[src/rtl/apb_master_arbiter.sv]
`default_nettype none
// ============================================================================
// Module      : apb_master_arbiter
// Description : Two-requester round-robin arbiter driving a single APB master
//               port (IDLE -> SETUP -> ACCESS). Includes an ACCESS wait-state
//               timeout that aborts the transfer with an error.
// Ports       : HCLK, HRESET (async, active high)
//               REQ/REQ_WRITE/REQ_ADDR/REQ_WDATA : requester side (2 ports,
//                   32-bit lanes packed [32k+31:32k])
//               DONE/ERR/RDATA                   : requester completion
//               PSEL/PENABLE/PWRITE/PADDR/PWDATA/PRDATA/PREADY/PSLVERR : APB
// Parameters  : TIMEOUT - max ACCESS cycles before abort (legal 1..255)
// Revision    : 1.0 - initial release
// ============================================================================
module apb_master_arbiter #(
    parameter int TIMEOUT = 16
) (
    input  logic        HCLK,
    input  logic        HRESET,
    input  logic [1:0]  REQ,
    input  logic [1:0]  REQ_WRITE,
    input  logic [63:0] REQ_ADDR,
    input  logic [63:0] REQ_WDATA,
    output logic [1:0]  DONE,
    output logic [1:0]  ERR,
    output logic [31:0] RDATA,
    output logic        PSEL,
    output logic        PENABLE,
    output logic        PWRITE,
    output logic [31:0] PADDR,
    output logic [31:0] PWDATA,
    input  logic [31:0] PRDATA,
    input  logic        PREADY,
    input  logic        PSLVERR
);

    typedef enum logic [1:0] {
        ST_IDLE   = 2'd0,
        ST_SETUP  = 2'd1,
        ST_ACCESS = 2'd2
    } state_t;

    // Wait-counter value seen in the last permitted ACCESS cycle
    localparam logic [7:0] C_LAST_CNT = 8'(TIMEOUT - 1);

    state_t      r_state;
    logic        r_ptr;      // preferred requester
    logic        r_owner;    // requester owning the current transfer
    logic [7:0]  r_cnt;
    logic [1:0]  r_done;
    logic [1:0]  r_err;
    logic [31:0] r_rdata;
    logic        r_psel;
    logic        r_penable;
    logic        r_pwrite;
    logic [31:0] r_paddr;
    logic [31:0] r_pwdata;

    logic [1:0]  w_elig;
    logic        w_grant_valid;
    logic        w_grant_k;
    logic [31:0] w_sel_addr;
    logic [31:0] w_sel_wdata;

    // A requester whose DONE is pulsing this cycle is masked so it cannot be
    // re-granted on a REQ it has not yet had the chance to drop.
    assign w_elig        = REQ & ~r_done;
    assign w_grant_valid = |w_elig;
    assign w_grant_k     = (w_elig == 2'b11) ? r_ptr : w_elig[1];
    assign w_sel_addr    = w_grant_k ? REQ_ADDR[63:32]  : REQ_ADDR[31:0];
    assign w_sel_wdata   = w_grant_k ? REQ_WDATA[63:32] : REQ_WDATA[31:0];

    always_ff @(posedge HCLK or posedge HRESET) begin
        if (HRESET) begin
            r_state   <= ST_IDLE;
            r_ptr     <= 1'b0;
            r_owner   <= 1'b0;
            r_cnt     <= 8'd0;
            r_done    <= 2'b00;
            r_err     <= 2'b00;
            r_rdata   <= 32'd0;
            r_psel    <= 1'b0;
            r_penable <= 1'b0;
            r_pwrite  <= 1'b0;
            r_paddr   <= 32'd0;
            r_pwdata  <= 32'd0;
        end else begin
            // DONE/ERR are single-cycle pulses
            r_done <= 2'b00;
            r_err  <= 2'b00;
            case (r_state)
                ST_IDLE: begin
                    if (w_grant_valid) begin
                        r_state   <= ST_SETUP;
                        r_owner   <= w_grant_k;
                        r_ptr     <= ~w_grant_k;
                        r_psel    <= 1'b1;
                        r_penable <= 1'b0;
                        r_paddr   <= w_sel_addr;
                        r_pwdata  <= w_sel_wdata;
                        r_pwrite  <= REQ_WRITE[w_grant_k];
                    end
                end
                ST_SETUP: begin
                    r_state   <= ST_ACCESS;
                    r_penable <= 1'b1;
                    r_cnt     <= 8'd0;
                end
                ST_ACCESS: begin
                    // PREADY is checked first so a ready in the final
                    // permitted cycle completes normally.
                    if (PREADY) begin
                        r_state          <= ST_IDLE;
                        r_psel           <= 1'b0;
                        r_penable        <= 1'b0;
                        r_done[r_owner]  <= 1'b1;
                        r_err[r_owner]   <= PSLVERR;
                        if (!r_pwrite && !PSLVERR) begin
                            r_rdata <= PRDATA;
                        end
                    end else if (r_cnt == C_LAST_CNT) begin
                        r_state          <= ST_IDLE;
                        r_psel           <= 1'b0;
                        r_penable        <= 1'b0;
                        r_done[r_owner]  <= 1'b1;
                        r_err[r_owner]   <= 1'b1;
                    end else begin
                        r_cnt <= r_cnt + 8'd1;
                    end
                end
                default: begin
                    r_state   <= ST_IDLE;
                    r_psel    <= 1'b0;
                    r_penable <= 1'b0;
                end
            endcase
        end
    end

    assign DONE    = r_done;
    assign ERR     = r_err;
    assign RDATA   = r_rdata;
    assign PSEL    = r_psel;
    assign PENABLE = r_penable;
    assign PWRITE  = r_pwrite;
    assign PADDR   = r_paddr;
    assign PWDATA  = r_pwdata;

endmodule
`default_nettype wire

[config.mk]
export PLATFORM = sky130hd
export DESIGN_NAME = apb_master_arbiter
export DESIGN_NICKNAME = d
export VERILOG_FILES = /design/src/rtl/apb_master_arbiter.sv
export SDC_FILE = /design/constraint.sdc
export NUM_CORES = 1
export LEC_CHECK = 0
export ABC_CLOCK_PERIOD_IN_PS = 3800
export BUFFER_PORTS_ARGS = -buffer_cell sky130_fd_sc_hd__buf_2
export CAP_MARGIN = 15
export CORE_MARGIN = 2
export CORE_UTILIZATION = 30
export CTS_CLUSTER_DIAMETER = 80
export CTS_CLUSTER_SIZE = 20
export DETAILED_ROUTE_END_ITERATION = 7
export GPL_ROUTABILITY_DRIVEN = 0
export PLACE_DENSITY = 0.59
export SYNTH_ARGS = -nofsm -noshare
export SYNTH_HDL_FRONTEND = slang
export SYNTH_SLANG_ARGS = --single-unit
[constraint.sdc]
create_clock -name HCLK -period 3.8 [get_ports HCLK]
set_clock_uncertainty 0.05 [all_clocks]
set_input_delay 0.38 -clock HCLK [delete_from_list [all_inputs] [get_ports HCLK]]
set_output_delay 0.38 -clock HCLK [all_outputs]
set_load 0.02 [all_outputs]
* Word level (Yosys, flattened, before mapping)
Cells that the tools add are included.
** Operators by class
- Bitwise logic cells :: 5
- Muxes and demuxes :: 25
- Eq/ne operators :: 8
- Order comparisons :: 3
- Add/subtract/negate cells :: 1
- Reductions and logical operators :: 12
** Operators by type and width (number)
- $mux 32 :: 2
- $mux 2 :: 8
- $mux 8 :: 2
- $pmux 8 s2 :: 1
- $reduce_and 3->1 :: 3
- $add 8x1->8 const B :: 1
- $eq 8x4->1 const B :: 1
- $mux 1 :: 8
- $ne 2x2->1 const B :: 3
- $pmux 1 s3 :: 2
- $pmux 2 s3 :: 1
- $and 2x2->2 :: 2
- $eq 2x2->1 const B :: 2
- $lt 1x2->1 const B :: 2
- $reduce_and 2->1 :: 2
- $ne 3x3->1 const B :: 1
- $eq 2x1->1 const B :: 1
- $logic_and 1x1->1 :: 2
- $logic_not 1->1 :: 2
- $logic_not 2->1 :: 1
- $not 1->1 :: 2
- $not 2->2 :: 1
- $reduce_bool 2->1 :: 1
- $reduce_or 2->1 :: 1
- 2 further kinds :: 2
** Storage, ports and cells
- Output and inout bits :: 103
- Input bits :: 168
- Logic and storage cells :: 66
- Flip-flop bits (word level) :: 115

* Depth between registers and ports, before layout
- Depth after elaboration :: 7
- Gate-level depth with buffers :: 6
- Depth with buffers taken out :: 5

* Least setup slack after synthesis
No wires, ideal clock.
- Path type :: reg-to-reg
- Start :: register r_done[0] (netlist: DONE[0])
- End :: register r_pwdata[10] (netlist: PWDATA[10])
- Setup slack :: 2.022 ns
- Buffers on the path :: 2
- Library setup time :: 0.126 ns
- Data required time :: 3.624 ns
- Period minus slack after synthesis :: 1.778 ns
- Data arrival time :: 1.602 ns
- Stages on the path, launching flop included :: 7
- Cell sequence :: dfrtp_1 -> nand2b_4 -> a211o_4 -> buf_6 -> buf_6 -> and2_0 -> a221o_1
** On the way
- Word-level cells in the longest chain between the ends :: 5
- Elaborated cells on any way between the ends :: 7
- Classes of those cells :: eq/ne: 1; mux: 2; bitwise: 2; reduce/logical: 2
** Ends and longest elaborated chain
- start, declared :: RTL line 50 : logic [1:0] r_done;
- start signal, assigned :: RTL line 79 : r_done <= 2'b00;
- start signal, assigned :: RTL line 89 : r_done <= 2'b00;
- start signal, assigned by index :: RTL line 116 : r_done[r_owner] <= 1'b1;
- $not 2->2 * :: RTL line 67 : assign w_elig = REQ & ~r_done;
- $and 2x2->2 * :: RTL line 67
- $eq 2x2->1 :: RTL line 69 : assign w_grant_k = (w_elig == 2'b11) ? r_ptr : w_elig[1];
- $mux 1 :: RTL line 69
- $mux 32 :: RTL line 71 : assign w_sel_wdata = w_grant_k ? REQ_WDATA[63:32] : REQ_WDATA[31:0];
- end signal, assigned :: RTL line 100 : r_pwdata <= w_sel_wdata;
- end, declared :: RTL line 57 : logic [31:0] r_pwdata;
Every way passes the cells marked *; elsewhere a longest branch is shown, timed or not.
A chain may end at the register's enable or synchronous reset.

* Worst setup path in the final report
- Start :: register r_done[0] (netlist: DONE[0])
- End :: register r_paddr[22] (netlist: PADDR[22])
** On the way
- Word-level cells in the longest chain between the ends :: 5
- Elaborated cells on any way between the ends :: 7
- Classes of those cells :: eq/ne: 1; mux: 2; bitwise: 2; reduce/logical: 2
** Ends and longest elaborated chain
- $not 2->2 * :: RTL line 67
- $and 2x2->2 * :: RTL line 67
- $eq 2x2->1 :: RTL line 69
- $mux 1 :: RTL line 69
- $mux 32 :: RTL line 70 : assign w_sel_addr = w_grant_k ? REQ_ADDR[63:32] : REQ_ADDR[31:0];
- end signal, assigned :: RTL line 99 : r_paddr <= w_sel_addr;
- end, declared :: RTL line 56 : logic [31:0] r_paddr;
Marked as above.

==> qor.csv <==
metric,value,unit
grt_use_met3,0.0582,
setup_tns,0,ns
rsz0062_at_grt,no,
synth.most_common_cell,dfrtp_1,
max-cap-violations,0,
critPathKind,flip-flop to flip-flop,
initial_core_util,0.305,
synth_ff_type,dfrtp_1,
wl,13700,µm
yosys-top-cells-count,"dfrtp_1, a221o_1, and2_0",
first_pass_iters,4,
worstPathMaxFanout,70,
core,15800,µm²
p_per_area,896,nW/µm²
htree_num_levels,4,
finalHoldViolCount,0,
cp.required,4.10,ns
yosysWarnings,0,
synth_top_family_by_area,compound AO/OA/AOI/OAI gates,
grt_usage,0.159,
syn-num-nets,533,
crit_slowest_cell,nor2_4,
cts.clk_slew.worst_paths,0.06,ns
cts_sinks,114,
vdd_drop_max,0.394,mV
synth_top_area_share,0.591,
gr-usage-met2,0.255,
synth_xor_area_frac,0.00181,
cts_tree,yes,
fin_ws,1.39,ns
hold_buffers,0,
num_io_pins,271,
ctsResizeCount,0,
status,finished clean,
synthSimpleGateAreaFrac,0.128,
layout-area-overhead-vs-synth,44.1,%
crit_buf_inv,1,
busiest_layer,met2,
relSlewSlack,0.446,
worstPathCellList,nand2b_4 > a211o_4 > nor2_4 > buf_12 > a221o_1,
fmax,415,MHz
tightest_slew,0.831,ns
die_y,131,µm
p_leak,0.00347,µW
synth-seq-cells,114,
cts_max_path_buffers,2,
instances_no_fill,862,
core.rowCount,46,
yosysSeqAreaShare,0.591,
drt_iter0_drc,229,
hp-class,input pin to asynchronous set/reset pin,
synth.mux.area_fraction,0.0746,
ys_top_cells_by_area,"dfrtp_1, a221o_1, and2_0",
setup_viol,0,
post-place-ws,1.30,ns
max_stage_delay,0.71,ns
start_kind,flip-flop,
final_antenna_net_count,0,
synthAdderAreaFrac,0.00259,
worstSkewPairLatency,0.41,ns
nNetsFinal,801,
routed_via_density,4.74,
cp.arrival,2.71,ns
port_buffers,270,
synth_edf_count,0,
root_buffer,clkbuf_16,
use_met1,0.200,
via_count,4085,
grt-ovfl-total,0,
min_period,2.41,ns
tritoncts.num_buffers,17,
place_inst,829,
period_share,0.635,
p_total,6230,µW
synthesis.area,4830,µm²
crit_family,simple AND/OR/NAND/NOR gates,
grt_pass1_wl,20800,µm
synth_area_leader_cell,dfrtp_1,
drcViolationCount,0,
finish.utilization,0.440,
synth_cell_types,37,
cts_setup_buffers,0,
async_flop_share,1.00,
antenna_found_initial,1,
die_w,131,µm
fp.dieArea,17100,µm²
wire_per_inst,15.9,µm
drv_slew,0,
synth.avg_cell_area,13.3,µm²
grt_max_degree,71,
syn_inst,364,
hpwl,9770,µm
grt_pass1_vias,4130,
synth_compound_area_frac,0.167,
drive_gt1_frac,0.540,
cp-end-kind,flip-flop,
-- cells by family after synthesis --
family,Yosys count
DFF,114
and+or+nand+nor,101
AOI/OAI and AO/OA,84
muxes,32
buffers and inverters,31
xor gates and xnor gates,1
adders and majority gates,1
-- cells in the final DEF, fill, tap and decap left out, drive strengths merged --
cell type and n:
a31o 1, o21ai 4, dfrtp 114, o21bai 2, inv 5, a21oi 2
and4 1, nand2 6, nor2b 3, or4 1, nor3 2, a211o 1
clkinvlp 3, and2 65, nand4 1, ha 1, a21o 2, a221o 65
o31ai 2, nor2 7, mux2 32, xnor2 1, buf 275, diode 1
nand2b 5, clkinv 5, bufinv 2, nand3 7, o211ai 4, clkbuf 22
or3 2, o22ai 1, or3b 1
-- worst register-to-register path, cell delays in order (launching register included) --
cell and delay [ns]:
dfrtp_1 0.37, nand2b_4 0.15, a211o_4 0.56, nor2_4 0.73
buf_12 0.28, a221o_1 0.21
-- per-stage QoR --
stage               instance area (µm²)  hold slack, ns
floorplan                          4830           0.400
global placement                   6370           0.433
detailed placement                 6370           0.439
CTS                                6960           0.110
global route                       6960           0.127
finish                             6960          0.0611
-- flip-flops by register name (all words and copies together), names as in the netlist --
register,cells
ERR,2
PWRITE,1
PSEL,1
r_owner,1
r_ptr,1
r_state,2
r_cnt,8
PWDATA,32
PADDR,32
DONE,2
RDATA,32
-- layer usage --
| layer | routed length (µm) | up-vias |
|---|---|---|
| met3 | 1130 | 15 |
| met2 | 6560 | 199 |
| met1 | 5850 | 1972 |
| met5 | 0 | - |
| li1 | - | 1899 |
| met4 | 166 | 0 |
-- path summary, 6_finish.rpt --
kind / slack, ns / endpoint / start / depth (start not counted)
setup / recovery: 1.39 / PADDR[22] / DONE[0] / 5
hold / removal: 0.06 / RDATA[19] / HRESET / 2
setup reg to reg: 1.39 / PADDR[22] / DONE[0] / 5
hold reg to reg: 0.45 / RDATA[2] / RDATA[2] / 1
max in group asynchronous: 2.82 / PADDR[13] / HRESET / 3
min in group HCLK: 0.14 / PWDATA[30] / REQ_WDATA[30] / 2
-- where the power goes --
group | switching (µW) | leakage [µW] | internal [µW]
registers | 308 | 0.00142 | 1770
logic | 1490 | 0.00177 | 1090
clock network | 563 | 0.000282 | 1010
-- final cells by class --
class | count | area [µm²]
timing repair buffer | 275 | 1410
sequential | 114 | 2850
antenna | 1 | 2.50
clock buffer | 22 | 474
inverter | 5 | 21.3
fill | 1492 | 8870
clock inverter | 10 | 108
multi-input combinational | 219 | 1820
tap | 216 | 270
Power figures use the tool's default switching activity.
